==> src/rtl/button_debouncer.sv <==
// button_debouncer: 2-flop synchronizer feeding a counter-qualified debounce FSM.
// Outputs b, rise, fall and busy are all registered.
module button_debouncer #(
    parameter int unsigned DEBOUNCE_CYCLES = 16,
    parameter logic        RESET_LEVEL     = 1'b0
) (
    input  logic clk,
    input  logic rst_n,
    input  logic a,
    output logic b,
    output logic rise,
    output logic fall,
    output logic busy
);
    localparam int CW = $clog2(DEBOUNCE_CYCLES) + 1;
    localparam logic [CW-1:0] LAST = CW'(DEBOUNCE_CYCLES - 1);

    typedef enum logic {STABLE, WAIT} state_t;

    state_t        state;
    state_t        state_nx;
    logic          sync1;
    logic          s;
    logic [CW-1:0] cnt;
    logic [CW-1:0] cnt_nx;
    logic          b_nx;

    // A matching sample always wins over the count, so a bounce on the last
    // qualifying cycle still abandons the change.
    always_comb begin
        state_nx = state;
        cnt_nx   = '0;
        b_nx     = b;
        if (state == STABLE) begin
            if (s != b) begin
                state_nx = WAIT;
                cnt_nx   = CW'(1);
            end
        end else if (s == b) begin
            state_nx = STABLE;
        end else if (cnt == LAST) begin
            state_nx = STABLE;
            b_nx     = s;
        end else begin
            cnt_nx = cnt + CW'(1);
        end
    end

    always_ff @(posedge clk or negedge rst_n) begin
        if (!rst_n) begin
            sync1 <= RESET_LEVEL;
            s     <= RESET_LEVEL;
            state <= STABLE;
            cnt   <= '0;
            b     <= RESET_LEVEL;
            rise  <= 1'b0;
            fall  <= 1'b0;
            busy  <= 1'b0;
        end else begin
            sync1 <= a;
            s     <= sync1;
            state <= state_nx;
            cnt   <= cnt_nx;
            b     <= b_nx;
            rise  <= b_nx & ~b;
            fall  <= ~b_nx & b;
            busy  <= (state_nx == WAIT);
        end
    end
endmodule
==> config.mk <==
export PLATFORM = sky130hd
export DESIGN_NAME = button_debouncer
export DESIGN_NICKNAME = d
export VERILOG_FILES = /design/src/rtl/button_debouncer.sv
export SDC_FILE = /design/constraint.sdc
export NUM_CORES = 1
export LEC_CHECK = 0
export ABC_AREA = 1
export BUFFER_PORTS_ARGS = -buffer_cell sky130_fd_sc_hd__buf_2
export CAP_MARGIN = 30
export CORE_AREA = 2 2 39 41
export DETAILED_ROUTE_END_ITERATION = 8
export DIE_AREA = 0 0 41 43
export PLACE_DENSITY = 0.54
export SETUP_SLACK_MARGIN = 0.3
export SLEW_MARGIN = 40
export SYNTH_ARGS = -nofsm -noshare
export SYNTH_HDL_FRONTEND = slang
export SYNTH_SLANG_ARGS = --single-unit
==> constraint.sdc <==
create_clock -name clk -period 3.1 [get_ports clk]
set_input_delay 0.155 -clock clk [delete_from_list [all_inputs] [get_ports clk]]
set_output_delay 0.155 -clock clk [all_outputs]
set_load 0.01 [all_outputs]
==> impl_metrics.tcl <==
set metrics [dict create \
    hold_class "primary input to asynchronous set/reset pin" \
    worst_slew_margin_relative_to_its_limit_pct 84.1 \
    clock_tree_from_tritoncts "built" \
    routabilityCongestion 0.731 \
    synth_cell_type_count 14 \
    synth_top_area_share_pct 62.5 \
    post-place-ws_ns 1.98 \
    cpMaxStageDelayCell "sky130_fd_sc_hd__dfrtp_1" \
    cts-root-to-sink-buffers 2 \
    cts_made_buffers 3 \
    root_buffer "sky130_fd_sc_hd__clkbuf_4" \
    globalRouteTotalUtil_pct 11.2 \
    slowest_delay_ns 0.37 \
    peakVddDrop_mv 0.190 \
    die_height_um 43 \
    worst_clock_skew_ns 0.000843 \
    final_max_slew_viol_count 0 \
    clkSlewWorstSetupHoldPaths_ns 0.07 \
    clkLatencyLatePin_ns 0.27 \
    r2r_end "cnt[0]" \
    arrival_ns 1.28 \
    reg2regPathDepth 6 \
    routed_wire_length_per_instance_um 8.67 \
    design.portCount 7 \
    number_of_drc_markers_in_iteration_0 5 \
    placement_rows 14 \
    max_cap_viol_count 0 \
    power.density_cell_area_nw_per_um2 486 \
    rrSetupSlack_ns 1.98 \
    synth_seq_cells 11 \
    layout.nets 62 \
    regToRegStartpoint "cnt[0]" \
    port-buffer-count 6 \
    multi_input_area_um2 135 \
    num_vias 302 \
    layout_worst_path_cycle_share_pct 36.1 \
    path_cells "ha_1 > nand2_2 > nor2_4 > nand3_2 > nand2_1 > nor2_1" \
    rsz0062_at_grt "no" \
    largest_area_contributor_in_the_synthesized_netlist "sky130_fd_sc_hd__dfrtp_1" \
    filler_cell_count 145 \
    timing.setup.critical_path_class "flop to flop" \
    max_clock_freq_mhz 894 \
    number_of_antenna_violations_at_the_first_check_in_global_routing 0 \
    p_leak_nw 0.287 \
    setup_slack_ns 1.98 \
    worstSetupEndpointType "flop" \
    timing.critical_path.to "cnt[0]" \
    gr-total-overflow 0 \
    synth_area_per_cell_um2 9.79 \
    netlist_area_before_placement_um2 440 \
    synth-warning-count 0 \
    most_common_library_cell_in_the_layout_ignoring_fill_and_taps "sky130_fd_sc_hd__dfrtp_1" \
    die_area_um2 1760 \
    antenna_violating_nets_post_route 0 \
    number_of_hold_violations_in_the_final_report 0 \
    syn-instance-count 45 \
    post-route-min-period_ns 1.12 \
    final-seq-area_um2 275 \
    final_cells 73 \
    antennaDiodeCount 0 \
    placeableCoreArea_um2 1380 \
    tritoncts_num_sinks 11 \
    route.detailed.drc 0 \
    initial_standard_cell_utilization_of_the_core_pct 31.8 \
    hpwlAfterDp_um 468 \
    detail_route.first_pass.iterations 2 \
    postSynthNetCount 49 \
    dp_cells 67 \
    finalSetupViolations 0 \
    yosysSeqAreaShare_pct 62.5 \
    syn2layout_area_growth_pct 21.9 \
    htreeDepth 1 \
    grt_first_pass_wirelength_um 1190 \
    number_of_global_route_vias_before_repair 300 \
    fin_setup_tns_ns 0 \
    timing.critical_path.from_type "flop" \
    floorplan.die.width_um 41 \
    commonest_cells_after_routing_fill_and_taps_aside "sky130_fd_sc_hd__dfrtp_1, sky130_fd_sc_hd__nand2_1, sky130_fd_sc_hd__inv_1" \
    status "finished, final reports clean" \
    worst_slew_pin_slew_ns 0.239 \
    post_synth_main_area_contributors "sky130_fd_sc_hd__dfrtp_1, sky130_fd_sc_hd__nand2_1, sky130_fd_sc_hd__inv_1" \
    crit_fanout 4 \
    critPathLaunch "cnt[0]" \
    fraction_of_layout_instances_using_a_drive_strength_above_1_pct 22.8 \
    worstPathRequired_ns 3.26 \
    post_cts.repair.setup_buffers 0 \
    grt_max_degree 12 \
    postRouteWirelength_um 633 \
    routed_via_density 4.14 \
]
[registers in the layout, indices dropped and copies added, names as in the netlist]
register	cells
cnt	5
fall	1
rise	1
sync1	1
s	1
state	1
b	1
[cell type report]
type                    instances  area share, %
flip-flops and latches         11           51.3
multi-input cells              26           25.2
repair buffers                  8           9.32
inverters                       8           5.59
clock buffers                   4           4.90
well taps                      16           3.73
[metal layers]
| layer | part of all wire, % | up-vias | global-route usage [%] |
|---|---|---|---|
| met4 | 4.6 | 0 | 12.0 |
| met2 | 47 | 7 | 13.8 |
| met3 | 4.4 | 3 | 4.71 |
| met5 | 0 | - | 0 |
| li1 | - | 159 | - |
| met1 | 44 | 133 | 13.1 |
[timing repair]
item | in CTS | in global routing
resized for setup | 0 | 0
hold endpoints to repair | 12 | 0
hold buffers | 2 | 0
[where the power goes]
part	internal [W]	leakage, nW	switching, W
sequential	0.000147	0.144	0.00000291
clock	0.0000499	0.0150	0.0000476
combinational	0.00000549	0.128	0.00000776
[worst max-delay path, delay by kind of cell (launching register included)]
family,cells,cell delay (ns)
AND/OR/NAND/NOR,5,0.46
flip-flops,1,0.37
adder cells (fa/ha/maj),1,0.18
[synthesized netlist by cell type]
library cell	number
sky130_fd_sc_hd__nor2_1	6
sky130_fd_sc_hd__nand2_1	10
sky130_fd_sc_hd__inv_1	7
sky130_fd_sc_hd__inv_2	1
sky130_fd_sc_hd__nand3_1	2
sky130_fd_sc_hd__nor3_1	1
sky130_fd_sc_hd__nand3_2	1
sky130_fd_sc_hd__o21ai_0	1
sky130_fd_sc_hd__nor2_4	1
sky130_fd_sc_hd__xor2_1	1
sky130_fd_sc_hd__nand2_2	1
sky130_fd_sc_hd__nand4_1	1
sky130_fd_sc_hd__dfrtp_1	11
sky130_fd_sc_hd__ha_1	1
[logic make-up after synthesis]
group / count (synthesis) / share of synthesized area [%]
compound gates: 1 / 1.14
xor+xnor: 1 / 1.99
fa+ha+maj: 1 / 2.84
buf+inv: 8 / 6.82
flops: 11 / 62.5
simple gates: 23 / 24.7
[per-stage QoR]
stage / area, um^2 / util (%) / hold slack [ns] / total power [W]
floorplan: 440 / - / -0.141 / 0.000158
finish: 537 / 38.8 / 0.272 / 0.000261
CTS: 537 / 38.8 / 0.275 / 0.000268
global route: 537 / 38.8 / 0.298 / 0.000276
detailed placement: 490 / 35.4 / 0.0352 / 0.000165
global placement: 490 / 35.4 / 0.0379 / 0.000165
[worst min-delay path by stage]
| stage | startpoint | to | slack, ns | cells after the start |
|---|---|---|---|---|
| floorplan | rst_n | b | -0.14 | 0 |
| global placement | rst_n | cnt[0] | 0.04 | 1 |
| detailed placement | rst_n | cnt[0] | 0.04 | 1 |
| CTS | rst_n | cnt[1] | 0.27 | 2 |
| global route | rst_n | state | 0.30 | 2 |
| finish | rst_n | state | 0.27 | 2 |
(Power assumes the default switching activity.)
